$ cat src/rtl/dac_trigger_scheduler_pkg.sv
// Shared definitions for the DAC trigger scheduler: gpio_ctrl bit map,
// config register width, FSM states and the sampled control-bit bundle.
package dac_trigger_scheduler_pkg;

  localparam int unsigned config_reg_width = 16;
  localparam int unsigned gpio_w           = 16;

  // gpio_ctrl bit indices
  localparam int unsigned sdata            = 0;
  localparam int unsigned sched_offset_clk = 1;
  localparam int unsigned sched_period_clk = 2;
  localparam int unsigned sched_shots_clk  = 3;
  localparam int unsigned sched_start      = 4;
  localparam int unsigned sched_abort      = 5;

  typedef enum logic {
    ST_IDLE = 1'b0,
    ST_RUN  = 1'b1
  } sched_state_e;

  // Control bits sampled every cycle for edge detection
  typedef struct packed {
    logic abort;
    logic start;
    logic shots_clk;
    logic period_clk;
    logic offset_clk;
  } sched_ctrl_t;

endpackage

$ cat src/rtl/dac_trigger_scheduler_if.sv
// PS-side control bus and per-channel trigger/status signals of the scheduler.
interface dac_trigger_scheduler_if
  import dac_trigger_scheduler_pkg::*;
#(
  parameter int unsigned NUM_CH = 8,
  parameter int unsigned CNT_W  = config_reg_width
) ();

  logic [gpio_w-1:0] gpio_ctrl;
  logic              select_in;
  logic [NUM_CH-1:0] ch_busy;
  logic [NUM_CH-1:0] trigger_out;
  logic              running;
  logic [CNT_W-1:0]  shot_index;
  logic              done;
  logic              overrun;

  modport master (
    output gpio_ctrl, select_in, ch_busy,
    input  trigger_out, running, shot_index, done, overrun
  );

  modport slave (
    input  gpio_ctrl, select_in, ch_busy,
    output trigger_out, running, shot_index, done, overrun
  );

endinterface

$ cat src/rtl/dac_trigger_scheduler_shift.sv
// MSB-first serial configuration register; one bit enters the LSB per enable.
module dac_trigger_scheduler_shift #(
  parameter int unsigned W = 16
) (
  input  logic         clk,
  input  logic         rst_n,
  input  logic         shift_en,
  input  logic         sdata,
  output logic [W-1:0] q
);

  always_ff @(posedge clk or negedge rst_n) begin
    if (!rst_n) begin
      q <= '0;
    end else if (shift_en) begin
      q <= {q[W-2:0], sdata};
    end
  end

endmodule

$ cat src/rtl/dac_trigger_scheduler.sv
// Multi-channel trigger sequencer: fires each channel at its programmed offset
// within a period, repeats for a number of shots, and flags busy re-triggers.
module dac_trigger_scheduler
  import dac_trigger_scheduler_pkg::*;
#(
  parameter int unsigned NUM_CH = 8,
  parameter int unsigned CNT_W  = config_reg_width
) (
  input logic                    clk,
  input logic                    rst,
  dac_trigger_scheduler_if.slave bus
);

  localparam int unsigned OFF_W = NUM_CH * CNT_W;

  sched_state_e      state_q, state_d;
  sched_ctrl_t       ctrl_c, ctrl_q;
  logic [OFF_W-1:0]  offsets_cfg, offsets_w;
  logic [CNT_W-1:0]  period_cfg, shots_cfg, period_w;
  logic [CNT_W-1:0]  timer_q, timer_d, shots_left_q, shots_left_d;
  logic [CNT_W-1:0]  shot_index_q, shot_index_d;
  logic [NUM_CH-1:0] fired_q, fired_d, trigger_q, trigger_d, fire_c;
  logic              running_q, running_d, done_q, done_d, overrun_q, overrun_d;
  logic              snap_c, start_c, abort_c, sdata_c;
  logic              off_en_c, per_en_c, shots_en_c, unused_gpio_c;

  assign ctrl_c = sched_ctrl_t'{
    abort:      bus.gpio_ctrl[sched_abort],
    start:      bus.gpio_ctrl[sched_start],
    shots_clk:  bus.gpio_ctrl[sched_shots_clk],
    period_clk: bus.gpio_ctrl[sched_period_clk],
    offset_clk: bus.gpio_ctrl[sched_offset_clk]
  };
  assign sdata_c       = bus.gpio_ctrl[sdata];
  assign unused_gpio_c = ^bus.gpio_ctrl;

  always_ff @(posedge clk or negedge rst) begin
    if (!rst) ctrl_q <= '0;
    else      ctrl_q <= ctrl_c;
  end

  assign start_c    = ctrl_c.start & ~ctrl_q.start;
  assign abort_c    = ctrl_c.abort;
  assign off_en_c   = bus.select_in & ctrl_c.offset_clk & ~ctrl_q.offset_clk;
  assign per_en_c   = bus.select_in & ctrl_c.period_clk & ~ctrl_q.period_clk;
  assign shots_en_c = bus.select_in & ctrl_c.shots_clk  & ~ctrl_q.shots_clk;

  dac_trigger_scheduler_shift #(.W(OFF_W)) u_offsets (
    .clk(clk), .rst_n(rst), .shift_en(off_en_c), .sdata(sdata_c), .q(offsets_cfg)
  );
  dac_trigger_scheduler_shift #(.W(CNT_W)) u_period (
    .clk(clk), .rst_n(rst), .shift_en(per_en_c), .sdata(sdata_c), .q(period_cfg)
  );
  dac_trigger_scheduler_shift #(.W(CNT_W)) u_shots (
    .clk(clk), .rst_n(rst), .shift_en(shots_en_c), .sdata(sdata_c), .q(shots_cfg)
  );

  // Working copy of the configuration, frozen for the duration of a run
  always_ff @(posedge clk or negedge rst) begin
    if (!rst) begin
      offsets_w <= '0;
      period_w  <= '0;
    end else if (snap_c) begin
      offsets_w <= offsets_cfg;
      period_w  <= (period_cfg == '0) ? CNT_W'(1) : period_cfg;
    end
  end

  for (genvar i = 0; i < NUM_CH; i++) begin : g_ch
    assign fire_c[i] = (state_q == ST_RUN) && !fired_q[i] &&
                       (timer_q == offsets_w[i*CNT_W +: CNT_W]);
  end

  always_comb begin
    state_d      = state_q;
    timer_d      = timer_q;
    shots_left_d = shots_left_q;
    shot_index_d = shot_index_q;
    fired_d      = fired_q;
    trigger_d    = '0;
    running_d    = running_q;
    done_d       = 1'b0;
    overrun_d    = overrun_q;
    snap_c       = 1'b0;

    if (abort_c) begin
      state_d   = ST_IDLE;
      running_d = 1'b0;
    end else begin
      case (state_q)
        ST_IDLE: begin
          if (start_c && (shots_cfg != '0)) begin
            state_d      = ST_RUN;
            snap_c       = 1'b1;
            timer_d      = '0;
            shots_left_d = shots_cfg;
            shot_index_d = '0;
            fired_d      = '0;
            overrun_d    = 1'b0;
            running_d    = 1'b1;
          end
        end
        ST_RUN: begin
          trigger_d = fire_c;
          fired_d   = fired_q | fire_c;
          if ((fire_c & bus.ch_busy) != '0) overrun_d = 1'b1;
          // End of shot: finish the sequence or rewind for the next shot
          if (timer_q == period_w - CNT_W'(1)) begin
            if (shots_left_q == CNT_W'(1)) begin
              state_d   = ST_IDLE;
              done_d    = 1'b1;
              running_d = 1'b0;
            end else begin
              shots_left_d = shots_left_q - CNT_W'(1);
              shot_index_d = shot_index_q + CNT_W'(1);
              timer_d      = '0;
              fired_d      = '0;
            end
          end else begin
            timer_d = timer_q + CNT_W'(1);
          end
        end
        default: state_d = ST_IDLE;
      endcase
    end
  end

  always_ff @(posedge clk or negedge rst) begin
    if (!rst) begin
      state_q      <= ST_IDLE;
      timer_q      <= '0;
      shots_left_q <= '0;
      shot_index_q <= '0;
      fired_q      <= '0;
      trigger_q    <= '0;
      running_q    <= 1'b0;
      done_q       <= 1'b0;
      overrun_q    <= 1'b0;
    end else begin
      state_q      <= state_d;
      timer_q      <= timer_d;
      shots_left_q <= shots_left_d;
      shot_index_q <= shot_index_d;
      fired_q      <= fired_d;
      trigger_q    <= trigger_d;
      running_q    <= running_d;
      done_q       <= done_d;
      overrun_q    <= overrun_d;
    end
  end

  assign bus.trigger_out = trigger_q;
  assign bus.running     = running_q;
  assign bus.shot_index  = shot_index_q;
  assign bus.done        = done_q;
  assign bus.overrun     = overrun_q;

endmodule

$ cat src/flat_wrapper.sv
// flat-port wrapper written by rule: the top's interface ports become plain ports
module dac_trigger_scheduler_flat import dac_trigger_scheduler_pkg::*;
#(
  parameter int unsigned NUM_CH = 8,
  parameter int unsigned CNT_W  = config_reg_width
)
  (clk, rst, bus_gpio_ctrl, bus_select_in, bus_ch_busy, bus_trigger_out, bus_running, bus_shot_index, bus_done, bus_overrun);
  dac_trigger_scheduler_if #(.NUM_CH(NUM_CH), .CNT_W(CNT_W)) bus_i ();
  input logic clk;
  input logic rst;
  input wire logic [$bits(bus_i.gpio_ctrl)-1:0] bus_gpio_ctrl;
  input wire logic [$bits(bus_i.select_in)-1:0] bus_select_in;
  input wire logic [$bits(bus_i.ch_busy)-1:0] bus_ch_busy;
  output wire logic [$bits(bus_i.trigger_out)-1:0] bus_trigger_out;
  output wire logic [$bits(bus_i.running)-1:0] bus_running;
  output wire logic [$bits(bus_i.shot_index)-1:0] bus_shot_index;
  output wire logic [$bits(bus_i.done)-1:0] bus_done;
  output wire logic [$bits(bus_i.overrun)-1:0] bus_overrun;
  assign bus_i.gpio_ctrl = bus_gpio_ctrl;
  assign bus_i.select_in = bus_select_in;
  assign bus_i.ch_busy = bus_ch_busy;
  assign bus_trigger_out = bus_i.trigger_out;
  assign bus_running = bus_i.running;
  assign bus_shot_index = bus_i.shot_index;
  assign bus_done = bus_i.done;
  assign bus_overrun = bus_i.overrun;
  dac_trigger_scheduler #(.NUM_CH(NUM_CH), .CNT_W(CNT_W)) u_core (.clk(clk), .rst(rst), .bus(bus_i));
endmodule
$ cat config.mk
export PLATFORM = sky130hd
export DESIGN_NAME = dac_trigger_scheduler_flat
export DESIGN_NICKNAME = d
export VERILOG_FILES = /design/src/rtl/dac_trigger_scheduler_pkg.sv /design/src/rtl/dac_trigger_scheduler_if.sv /design/src/rtl/dac_trigger_scheduler_shift.sv /design/src/rtl/dac_trigger_scheduler.sv /design/src/flat_wrapper.sv
export SDC_FILE = /design/constraint.sdc
export NUM_CORES = 1
export LEC_CHECK = 0
export BUFFER_PORTS_ARGS = -buffer_cell sky130_fd_sc_hd__buf_2
export CAP_MARGIN = 20
export CORE_MARGIN = 2
export CORE_UTILIZATION = 50
export DETAILED_ROUTE_END_ITERATION = 12
export GPL_TIMING_DRIVEN = 1
export PLACE_DENSITY = 0.71
export SLEW_MARGIN = 30
export SYNTH_ARGS = -nofsm -noshare
export SYNTH_HDL_FRONTEND = slang
export SYNTH_HIERARCHICAL = 1
export SYNTH_SLANG_ARGS = --single-unit
$ cat constraint.sdc
create_clock -name clk -period 6.49 [get_ports clk]
set_input_delay 1.298 -clock clk [delete_from_list [all_inputs] [get_ports clk]]
set_output_delay 1.298 -clock clk [all_outputs]
set_load 0.03 [all_outputs]
==> Word-level counts from Yosys, hierarchy flattened <==
Index checks and enable logic that the tools add are counted.
{ "word_totals": {"regBits": 376, "inputBits": 27, "word_cells": 125} }
{ "classes": {"n_addsub": 4, "eq_ne": 18, "mux": 37, "bitwise": 15, "reduce_logical": 33} }
{ "op_table": {"columns": ["cell", "n"], "rows": [
  ["$eq 16x16->1", 9],
  ["$mux 16", 9],
  ["$pmux 16 s2", 3],
  ["$mux 8", 5],
  ["$add 16x1->16 const B", 2],
  ["$sub 16x1->16 const B", 2],
  ["$logic_and 1x1->1", 17],
  ["$eq 16x1->1 const B", 1],
  ["$logic_not 16->1", 1],
  ["$mux 1", 16],
  ["$pmux 8 s2", 1],
  ["$reduce_bool 16->1", 1],
  ["$ne 3x3->1 const B", 3],
  ["$reduce_and 3->1", 3],
  ["$and 8x8->8", 1],
  ["$logic_not 1->1", 8],
  ["$or 8x8->8", 1],
  ["$reduce_bool 8->1", 1],
  ["$and 1x1->1", 7],
  ["$ne 2x2->1 const B", 3],
  ["$not 1->1", 6],
  ["$pmux 1 s2", 3],
  ["$reduce_and 4->1", 1],
  ["$ne 3x2->1 const B", 1],
  ["other kinds (2)", 2]
]} }

==> Longest topological paths before layout <==
{ "depth": {"word_depth": 7, "mapped_depth": 11} }

==> Hierarchy <==
The synthesis kept the hierarchy.
{ "modules_own_cells": {"columns": ["mod", "instances", "cells_each", "area_each_um2", "seq_area_each_um2"], "rows": [
  ["dac_trigger_scheduler", 1, 1311, 11293.3, 5405.2],
  ["dac_trigger_scheduler_shift at u_core.u_offsets", 1, 270, 4822.1, 3203.1],
  ["dac_trigger_scheduler_shift at u_core.u_period ...", 2, 34, 649.4, 400.4]
]} }

==> Worst setup path before layout <==
No wires, ideal clock.
{ "synth_path": {"path_kind": "in2reg", "startpoint": "input port bus_gpio_ctrl[4]", "endpoint": "register u_core.shot_index_q[8] (netlist: u_core/bus.shot_index[8])", "t_arrival_ns": 3.174, "path_slack_ns": 3.238, "path_stages": 8, "n_path_buf": 0, "cell_sequence": "nand2b_1 a41o_1 a21oi_1 o2111ai_1 nor4_4 nor2_1 or4_1 a21oi_1"} }
{ "synth_between": {"elab_chain_cells": 4} }
{ "synth_rtl": {"columns": ["element", "line", "text"], "rows": [
  ["from (decl)", "flat_wrapper.sv:11", "input wire logic [$bits(bus_i.gpio_ctrl)-1:0] bus_gpio_ctrl;"],
  ["$and 1x1->1", "dac_trigger_scheduler.sv:42", "assign start_c = ctrl_c.start & ~ctrl_q.start;"],
  ["$logic_and 1x1->1", "dac_trigger_scheduler.sv:92", "if (start_c && (shots_cfg != '0)) begin"],
  ["$ne 2x1->1 (no line)", null, null],
  ["$reduce_and 4->1 (no line)", null, null],
  ["to (signal assigned)", "dac_trigger_scheduler.sv:143", "shot_index_q <= shot_index_d;"],
  ["to (decl)", "dac_trigger_scheduler.sv:21", "logic [CNT_W-1:0] shot_index_q, shot_index_d;"]
]} }
Every way passes these cells.
A chain may end at the register's enable or synchronous reset.

==> Final worst setup path <==
{ "layout_path": {"startpoint": "register u_core.period_w[2]", "endpoint": "register u_core.shots_left_q[8]"} }
{ "layout_between": {"elab_chain_cells": 4} }
{ "layout_rtl": {"columns": ["element", "line", "text"], "rows": [
  ["from (decl)", "dac_trigger_scheduler.sv:19", "logic [CNT_W-1:0] period_cfg, shots_cfg, period_w;"],
  ["from (signal assigned)", "dac_trigger_scheduler.sv:65", "period_w <= (period_cfg == '0) ? CNT_W'(1) : period_cfg;"],
  ["$sub 16x1->16", "dac_trigger_scheduler.sv:108", "if (timer_q == period_w - CNT_W'(1)) begin"],
  ["$eq 16x16->1", "dac_trigger_scheduler.sv:108", null],
  ["$ne 2x2->1 (no line)", null, null],
  ["$reduce_and 4->1 (no line)", null, null],
  ["to (signal assigned)", "dac_trigger_scheduler.sv:142", "shots_left_q <= shots_left_d;"],
  ["to (decl)", "dac_trigger_scheduler.sv:20", "logic [CNT_W-1:0] timer_q, timer_d, shots_left_q, shots_left_d;"]
]} }
Every way passes these cells.

==> results.md <==
* Synth async-reset ratio at 100.0%
* Met3 usage at 3.404%
* HPWL Detailed at 23060 µm
* Final Hold Vio Count at 0
* Mapped Nets at 1681
* Grt ovf at 0
* Layout cells sized above 1 at 18.11%
* Final std cells w/o fill at 2145
* Starting density of the core at 50.54%
* Leak at 9.660 nW
* Number of synthesized flops with an enable pin at 0
* Met1 usage at 30.61%
* Critical path class: reg2reg
* Status: completed
* Post-Synthesis Cells at 1649
* Number of global-route vias before repair at 11870
* PortBufs at 43
* DRC violation count after routing at 0
* F_max at 265.9 MHz
* # hold bufs at CTS at 0
* Register bit total from synthesis at 376
* Row count at 68
* Remaining antenna violation count at 0
* Num ports at 54
* Startpoint types: flip-flop
* Synth area leaders: dfrtp_1 54%, nand2_1 10%, mux2_2 9.1%
* Worst reg-to-reg setup slack at 2.73 ns
* GRT Total Usage at 21.91%
* Register area share after synthesis at 54.03%
* Slew margin rel. at 32.66%
* Initial antenna violation count at 0
* Max cap viols at 0
* Clock slew at reported path FFs at 0.06 ns
* Clock Latency Late Sink at 0.54 ns
* RePlAce Congestion at 0.8551
* Clock Sinks at 376
* GRT Max-Usage Layer: met2
* Slew Limit Fails at 0
* Grt met2 use at 35.03%
* Fin nets at 1693
* Worst slew pin tran at 1.010 ns
* WP data arrival at 4.18 ns
* DIE HEIGHT at 190.6 µm
* ANT cells at 0
* Setup TNS at 0 ns
* Synth top area share at 54.03%
* Footprint of the multi-input gates at 0.007460 mm²
* Power Dens Cells at 316.5 mW/mm²
* Largest area contributor in the netlist: dfrtp_1
* Vias at 11910
* Largest net degree at the start of global routing at 149
* Per-cell routed wire length at 17.96 µm
* Global-route wire length before repair at 63060 µm
* Peak fanout along the critical path at 21
* Setup crit end kind: flip-flop
* DRT Pass-1 Iters at 5
* Final hold slack at 0.4719 ns
* Chip Width at 190.6 µm
* Fill count at 2936
* Hold Crit Class: reg2reg
* VDD IR max at 0.0002096 V
* Avg Inst Size Synth at 10.56 µm²
* # H-tree levels at 2
* Max clock buf depth at 3
* Via density at 5.552
* Yosys Warn Count at 6
* Top-count cell post-synth: nand2_1
* Critical Path RT at 6.91 ns
* Post-synth top flop: dfrtp_1
* Core Region at 0.03446 mm²
* Register area at 0.009409 mm²
* Post-CTS Resized at 0
* Inst Count DP at 2074
* Post-synthesis instance area at 0.01741 mm²
* Clk root buf: clkbuf_16
* CTS tree: yes
* RSZ-0062 raised after global routing: no
* DR iter-0 viols at 797
* Number of setup buffers added after CTS at 0
* Layout area overhead at 10.36%
* Commonest cells in the netlist: 466 x nand2_1, 376 x dfrtp_1, 141 x mux2_2
* Total die area at 0.03634 mm²
* Final Setup Violations at 0
* DRT Wirelength at 38510 µm
* Fin crit period at 3.761 ns
* Layout Skew at 0.02115 ns
* Final period util at 57.95%
* Cts bufs inserted at 39
* Yosys cell types at 65
==> worst paths after layout <==
check,end,startpoint,depth (start not counted)
max in group asynchronous,u_core/offsets_w[82],rst,3
max,u_core/shots_left_q[8],u_core/period_w[2],8
min in group asynchronous,u_core/bus.shot_index[14],rst,1
max reg2reg,u_core/shots_left_q[8],u_core/period_w[2],8
min reg2reg,u_core/offsets_w[127],u_core/u_offsets/q[127],2
min,u_core/offsets_w[127],u_core/u_offsets/q[127],2
==> state kept, by name (all words and copies together), names as in the netlist <==
name / cells
u_core/bus.done: 1
u_core/timer_q: 16
u_core/u_period/q: 16
u_core/u_offsets/q: 128
u_core/fired_q: 8
u_core/u_shots/q: 16
u_core/bus.shot_index: 16
u_core/state_q: 1
u_core/bus.running: 1
u_core/shots_left_q: 16
u_core/offsets_w: 128
u_core/bus.overrun: 1
u_core/period_w: 16
u_core/bus.trigger_out: 8
u_core/ctrl_q: 4
==> layout make-up <==
class                   count  area share, %
flip-flops and latches    376          48.96
multi-input cells        1164          38.82
clock buffers              56          6.035
well taps                 455          2.962
repair buffers             66          2.344
clock inverters            14         0.6120
inverters                  14         0.2734
==> power breakdown <==
group,switching [mW],internal [mW]
clock network,0.921,1.29
registers,0.251,2.55
logic,0.629,0.443
total,1.80,4.28
==> kinds of logic after synthesis <==
family,count (synthesis),synth area share [%]
AOI/OAI and AO/OA,100,4.016
xor gates and xnor gates,158,7.947
adders and majority gates,5,0.3592
buffers and inverters,109,3.370
DFF,376,54.03
muxes,173,11.53
and+or+nand+nor,728,18.75
==> cells in the final DEF, fill, tap and decap left out, types with 14 or more instances in the layout <==
cell,instances
nand2_1,465
dfrtp_1,376
mux2_2,141
xnor2_1,109
nor2_1,62
xor2_1,49
buf_2,42
clkbuf_16,39
nand4_1,34
nor4_1,31
nand3_1,29
nor3_1,26
mux2_4,20
o21ai_0,18
buf_4,18
nand2b_1,16
a21oi_1,16
or4_1,15
inv_1,14
==> metrics by stage <==
stage	power [mW]	cell area [µm²]	util, %	setup WS [ns]
after floorplan	3.581	17410	-	3.238
after global placement	3.852	17890	51.92	2.031
after detailed placement	3.907	17910	51.99	2.314
after CTS	6.133	19190	55.69	2.775
after global routing	6.394	19220	55.77	2.523
final	6.082	19220	55.77	2.729
==> worst max-delay path, stage by stage (launching register included) <==
cell	delay [ns]
dfrtp_1	0.45
or4_1	0.73
nor4_4	0.33
xnor2_1	0.17
a2111o_1	0.48
nor4_4	0.43
nand2b_2	0.64
o211ai_1	0.16
a31o_2	0.24
==> layer usage <==
metal / wire [µm] / share of wire, %
met1: 17410 / 45
met5: 0 / 0
met4: 1118 / 2.9
met2: 18010 / 47
met3: 1970 / 5.1
No activity file was read; power rests on OpenSTA's default activity.
